### config.mk
export PLATFORM = sky130hd
export DESIGN_NAME = adc_sample_fifo
export DESIGN_NICKNAME = d
export VERILOG_FILES = /design/src/rtl/adc_sample_fifo.sv
export SDC_FILE = /design/constraint.sdc
export NUM_CORES = 1
export LEC_CHECK = 0
export CAP_MARGIN = 5
export CORE_MARGIN = 2
export CORE_UTILIZATION = 35
export DETAILED_ROUTE_END_ITERATION = 7
export GPL_TIMING_DRIVEN = 0
export PLACE_DENSITY = 0.63
export RECOVER_POWER = 50
export SYNTH_ARGS = -nofsm -noshare
export SYNTH_HDL_FRONTEND = slang
export SYNTH_SLANG_ARGS = --single-unit
### constraint.sdc
create_clock -name clk -period 5 [get_ports clk]
set_input_delay 0.75 -clock clk [delete_from_list [all_inputs] [get_ports clk]]
set_output_delay 0.75 -clock clk [all_outputs]
set_load 0.02 [all_outputs]
### src/rtl/adc_sample_fifo.sv
// ADC sample capture FIFO: synchronises slow_clock, captures one word per sample
// period into a small first-word-fall-through FIFO with sticky overflow reporting.
module adc_sample_fifo #(
    parameter int unsigned WIDTH       = 16,
    parameter int unsigned DEPTH       = 4,
    parameter int unsigned SYNC_STAGES = 2
) (
    input  logic                       clk,
    input  logic                       reset,
    input  logic                       slow_clock,
    input  logic [WIDTH-1:0]           sample_in,
    input  logic                       enable,
    output logic [WIDTH-1:0]           out_data,
    output logic                       out_valid,
    input  logic                       out_ready,
    output logic [$clog2(DEPTH):0]     count,
    output logic                       overflow,
    output logic [7:0]                 drop_count,
    input  logic                       clr_status
);

    localparam int unsigned AW = $clog2(DEPTH);
    localparam int unsigned CW = $clog2(DEPTH) + 1;

    logic [SYNC_STAGES-1:0] sync_q;
    logic                   prev_q;
    logic [AW-1:0]          wr_ptr_q;
    logic [AW-1:0]          rd_ptr_q;
    logic [CW-1:0]          count_q;
    logic [CW-1:0]          count_next;
    logic                   valid_q;
    logic                   overflow_q;
    logic [7:0]             drop_q;
    logic [WIDTH-1:0]       mem [DEPTH];

    logic sync_last;
    logic rise;
    logic cap;
    logic pop;
    logic full;
    logic wr_en;
    logic drop;

    // Capture/pop decisions for the current cycle
    always_comb begin
        sync_last  = sync_q[SYNC_STAGES-1];
        rise       = sync_last & ~prev_q;
        cap        = rise & enable;
        pop        = valid_q & out_ready;
        full       = (count_q == CW'(DEPTH));
        wr_en      = cap & (~full | pop);
        drop       = cap & full & ~pop;
        count_next = count_q;
        if (wr_en && !pop) begin
            count_next = count_q + CW'(1);
        end else if (pop && !wr_en) begin
            count_next = count_q - CW'(1);
        end
    end

    // Synchroniser and "prev" load 1 so a high slow_clock at release is not an edge
    always_ff @(posedge clk) begin
        if (reset) begin
            sync_q     <= '1;
            prev_q     <= 1'b1;
            wr_ptr_q   <= '0;
            rd_ptr_q   <= '0;
            count_q    <= '0;
            valid_q    <= 1'b0;
            overflow_q <= 1'b0;
            drop_q     <= 8'd0;
        end else begin
            sync_q   <= {sync_q[SYNC_STAGES-2:0], slow_clock};
            prev_q   <= sync_last;
            count_q  <= count_next;
            valid_q  <= (count_next != '0);
            if (wr_en) begin
                wr_ptr_q <= wr_ptr_q + AW'(1);
            end
            if (pop) begin
                rd_ptr_q <= rd_ptr_q + AW'(1);
            end
            // A drop coinciding with clr_status restarts the count at one
            if (drop) begin
                overflow_q <= 1'b1;
                if (clr_status) begin
                    drop_q <= 8'd1;
                end else if (drop_q != 8'hFF) begin
                    drop_q <= drop_q + 8'd1;
                end
            end else if (clr_status) begin
                overflow_q <= 1'b0;
                drop_q     <= 8'd0;
            end
        end
    end

    // Storage needs no reset; count/valid gate what is visible
    always_ff @(posedge clk) begin
        if (wr_en) begin
            mem[wr_ptr_q] <= sample_in;
        end
    end

    assign out_data   = mem[rd_ptr_q];
    assign out_valid  = valid_q;
    assign count      = count_q;
    assign overflow   = overflow_q;
    assign drop_count = drop_q;

endmodule

# Word level (Yosys, flattened, before mapping)
# Memories as Yosys holds them, arrays and structs flattened. A register that Yosys moved wholly into a read port is not among the register bits.
# Index checks and enable logic that the tools add are counted.
[word_totals] register_bits=20 mem_bits_rw=64 out_inout_bits=29 wordCells=46 mem_count=1
[memory_table] memory="mem" words=4 word_bits=16 read_ports=1 rd_ports_with_merged_regs=1 write_ports=1 line_no="34" text="logic [WIDTH-1:0] mem [DEPTH];"
[classes] addsub=5 n_eq_ne=2 n_mux=12 bitwise=10 reduce_logical=8
[op_table] cell="8-bit two-way mux" count=4
[op_table] cell="8-bit by 1-bit adder with 8-bit output (second input constant)" count=1
[op_table] cell="8-bit inequality test (second input constant)" count=1
[op_table] cell="1-bit AND" count=6
[op_table] cell="3-bit two-way mux" count=2
[op_table] cell="2-bit by 1-bit adder with 2-bit output (second input constant)" count=2
[op_table] cell="1-bit two-way mux" count=4
[op_table] cell="2-bit two-way mux" count=2
[op_table] cell="2-bit nonzero test" count=2
[op_table] cell="3-bit by 1-bit adder with 3-bit output (second input constant)" count=1
[op_table] cell="3-bit == test (second input constant)" count=1
[op_table] cell="1-bit NOT" count=3
[op_table] cell="3-bit nonzero test" count=1
[op_table] cell="3-bit by 1-bit subtractor with 3-bit output (second input constant)" count=1
[op_table] cell="1-bit logical AND" count=2
[op_table] cell="1-bit zero test" count=2
[op_table] cell="2-bit AND reduction" count=1
[op_table] cell="1-bit OR" count=1

# Logic depth before layout (Yosys ltp)
# Gate-level depths: netlist of run 1.
[logic_depth] depth_word=9 depth_mapped=8

# Worst setup path before layout of run 1
# No wires, ideal clock.
[synth_path] path_kind="register to output" start="register with a tool-made name" end="output out_data[10]" t_arrival_ns=1.613 slack_ns=2.637 path_stages_with_launch=4 cell_sequence="dfxtp_1 -> clkbuf_1 -> buf_2 -> mux4_2"
[synth_lines] item="end: declaration" line_no="13" text="output logic [WIDTH-1:0] out_data,"

==> results of run 1 <==
## worst register-to-register path, stage by stage, from the launching register on
cell     delay [ns]
dfxtp_1        0.39
inv_1          0.10
ha_1           0.24
a31oi_1        0.48
and2_1         0.76
## state kept, by name, indices dropped and copies added (netlist names), named ones only
signal	flops
sync_q	2
wr_ptr_q	2
rd_ptr_q	2
drop_count	8
mem	64
prev_q	1
count	3
overflow	1
out_valid	1
## Yosys cell counts (2+ instances only)
cell type / count / area share [%]
edfxtp_1: 64 / 56
dfxtp_1: 22 / 13
mux4_2: 16 / 11
nor2_1: 9 / 0.99
a21oi_1: 8 / 1.2
ha_1: 8 / 2.9
nand2_1: 8 / 0.88
inv_1: 7 / 0.77
nand3_1: 7 / 1.0
clkbuf_1: 6 / 0.66
o21ai_0: 5 / 0.73
or2_2: 5 / 0.92
and2_1: 4 / 0.73
o31ai_1: 4 / 0.88
or3_1: 4 / 0.73
or4_1: 3 / 0.66
xnor2_1: 3 / 0.77
a31oi_1: 2 / 0.37
buf_2: 2 / 0.29
buf_6: 2 / 0.66
mux2i_1: 2 / 0.59
nand3b_1: 2 / 0.44
nor3_1: 2 / 0.29
nor4_1: 2 / 0.37
## final timing paths
path             endpoint  slack [ns]      start  depth (start not counted)
min             sync_q[1]        0.41  sync_q[0]                          1
max          out_data[13]        1.58       flop                          4
max reg2reg    mem[1][11]        2.65   count[1]                          4
min reg2reg     sync_q[1]        0.41  sync_q[0]                          1
## layout make-up
| class | count | area share (%) |
|---|---|---|
| Multi-Input combinational cell | 107 | 22.6 |
| Buffer | 11 | 1.18 |
| Tap cell | 133 | 3.92 |
| Clock buffer | 9 | 2.92 |
| Inverter | 7 | 0.619 |
| Timing Repair Buffer | 50 | 11.8 |
| Clock inverter | 7 | 1.36 |
| Sequential cell | 86 | 55.6 |
## placed cells by master (no fill, tap or decap), types with 2 or more instances in the layout
cell and n:
clkinv_4 2, or2_2 5, a31oi_1 2, clkdlybuf4s50_1 22, edfxtp_1 64, mux2i_1 2
o21ai_0 5, mux4_2 16, and2_1 4, or3_1 4, o31ai_1 4, dlygate4sd3_1 28
nand2_1 8, dfxtp_1 22, clkbuf_8 9, nand3_1 7, xnor2_1 3, clkbuf_1 8
nor3_1 2, nand3b_1 2, nor4_1 2, inv_1 7, ha_1 8, nor2_1 9
inv_6 2, or4_1 3, a21oi_1 8
## power by group
group	switching (uW)	internal, uW	leakage [uW]
logic	127	130	0.000515
registers	12.5	782	0.000754
clock network	255	187	0.0000898
total	395	1100	0.00136
## per-stage QoR
| stage | utilization [%] | hold slack, ns | power, uW |
|---|---|---|---|
| floorplan | - | 0.389 | 970 |
| global placement | 42.5 | 0.392 | 1070 |
| detailed placement | 42.5 | 0.396 | 1070 |
| CTS | 44.4 | 0.417 | 1520 |
| global route | 44.3 | 0.446 | 1570 |
| finish | 44.3 | 0.414 | 1490 |
## per-layer routing
layer	global-route usage [%]	vias to the layer above	wire [microns]
met5	0	-	12
met4	3.38	2	36
met3	4.95	7	254
met2	20.1	45	2940
met1	14.7	961	2650
li1	-	936	-
## logic make-up after synthesis
| group | after synthesis | synth area share [%] |
|---|---|---|
| XOR/XNOR | 4 | 1.03 |
| adder cells (fa/ha/maj) | 8 | 2.94 |
| AO/OA/AOI/OAI | 24 | 4.33 |
| AND/OR/NAND/NOR | 52 | 8.37 |
| multiplexers | 19 | 11.5 |
| buffers and inverters | 18 | 2.50 |
| flip-flops | 86 | 69.3 |
==> results.sh, run 1 <==
export IMPL_syn_inst=211
export IMPL_slew_headroom_pct=44.4
export IMPL_syn_area_per_cell_sq_um=16.1
export IMPL_first_global_vias=1880
export IMPL_n_antenna_cell=0
export IMPL_clk_pin_slew_worst_paths_ns=0.08
export IMPL_slowest_delay_ns=0.56
export IMPL_worstPathArrival_ns=2.67
export IMPL_clockRootBuffer="clkbuf_8"
export IMPL_max_cap_violations=0
export IMPL_pre_cts_ws_ns=1.87
export IMPL_ys_seq_area_share_pct=69.3
export IMPL_vias=1951
export IMPL_placed_cells=394
export IMPL_rows=36
export IMPL_grt_usage_pct=12.1
export IMPL_die_area_sq_um=10500
export IMPL_ys_types=38
export IMPL_worstSetupPathType="reg2out"
export IMPL_ctsHoldBuffers=0
export IMPL_cts_buffer_depth=2
export IMPL_setup_tns_ns=0
export IMPL_ir_worst_vdd_mv=0.233
export IMPL_grt_ovfl_total=0
export IMPL_postRouteAntennaNets=0
export IMPL_wire_per_inst_microns=14.4
export IMPL_critPathBufInv=3
export IMPL_multi_input_area_sq_um=960
export IMPL_p_leak_uw=0.00136
export IMPL_cts_made_buffers=9
export IMPL_cts_max_level=3
export IMPL_synthArstFlopShare_pct=0
export IMPL_p_per_area_nw_per_um2=352
export IMPL_clock_latency_ns=0.35
export IMPL_boundaryPins=51
export IMPL_placed_cell_area_sq_um=4070
export IMPL_status="finished, final reports clean"
export IMPL_numClockSinks=86
export IMPL_ys_seq_elements=86
export IMPL_final_area_sq_um=4250
export IMPL_antenna_found_initial=1
export IMPL_hp_class="reg2reg"
export IMPL_finalSetupViolations=0
export IMPL_drtPass1Iterations=4
export IMPL_netlist_area_sq_um=3410
export IMPL_start_util_pct=35.5
export IMPL_area_delta_synth_final_pct=24.6
export IMPL_die_x_microns=103
export IMPL_gp_congestion=0.813
export IMPL_hpwlAfterDp_microns=3850
export IMPL_synth_nets=241
export IMPL_setup_ws_ns=1.58
export IMPL_postCtsSetupRepairBufs=0
export IMPL_cp_max_fo=10
export IMPL_synth_warnings=0
export IMPL_grt_max_degree=17
export IMPL_rsz0062_at_grt="false"
export IMPL_yosys_most_used_dff="edfxtp_1"
export IMPL_fmax_mhz=292
export IMPL_drtIter0Drc=57
export IMPL_seq_area_sq_um=2360
export IMPL_fin_crit_ns=3.42
export IMPL_cts_tree="done"
export IMPL_crit_path_cell_trace="clkbuf_1 > buf_2 > mux4_2 > clkdlybuf4s50_1"
export IMPL_drc=0
export IMPL_crit_family="buffers and inverters"
export IMPL_worst_pin_slew_ns=0.833
export IMPL_hold_viol_final=0
export IMPL_fin_skew_ns=0.00671
export IMPL_core_sq_um=9590
export IMPL_viasPerCell=4.76
export IMPL_finalNetCount=302
export IMPL_post_route_period_util_pct=68.4
export IMPL_portBuffers=50
export IMPL_crit_required_ns=4.25
export IMPL_dieHeight_microns=103
export IMPL_cts_resized_gates=0
export IMPL_layout_cells_non_filler=410
export IMPL_drive_above_1_share_pct=14.4
export IMPL_crit_path_end_kind="output pin"
export IMPL_fillerInstances=889
export IMPL_start_kind="flop"
export IMPL_wirelength_microns=5890
export IMPL_synth_edf_count=64
export IMPL_slew_viol_final=0
export IMPL_cp_slowest_cell="mux4_2"
export IMPL_grt_pass1_wl_microns=9380
No activity file was read; power rests on OpenSTA's default activity.
==> inputs of run 2 (changes only) <==
Clock period 5 ns to 3.55 ns, I/O delays scaled along.
==> results of run 2 <==
The final DEF is identical to that of run 1. Status: finished, final reports clean.
Among the figures that moved: setup slack after placement 1.87 ns -> 0.637 ns; setup slack after layout 1.58 ns -> 0.345 ns; register-to-register setup slack 2.65 ns -> 1.20 ns; total power 1490 uW -> 2100 uW; worst IR drop on VDD 0.233 mV -> 0.329 mV
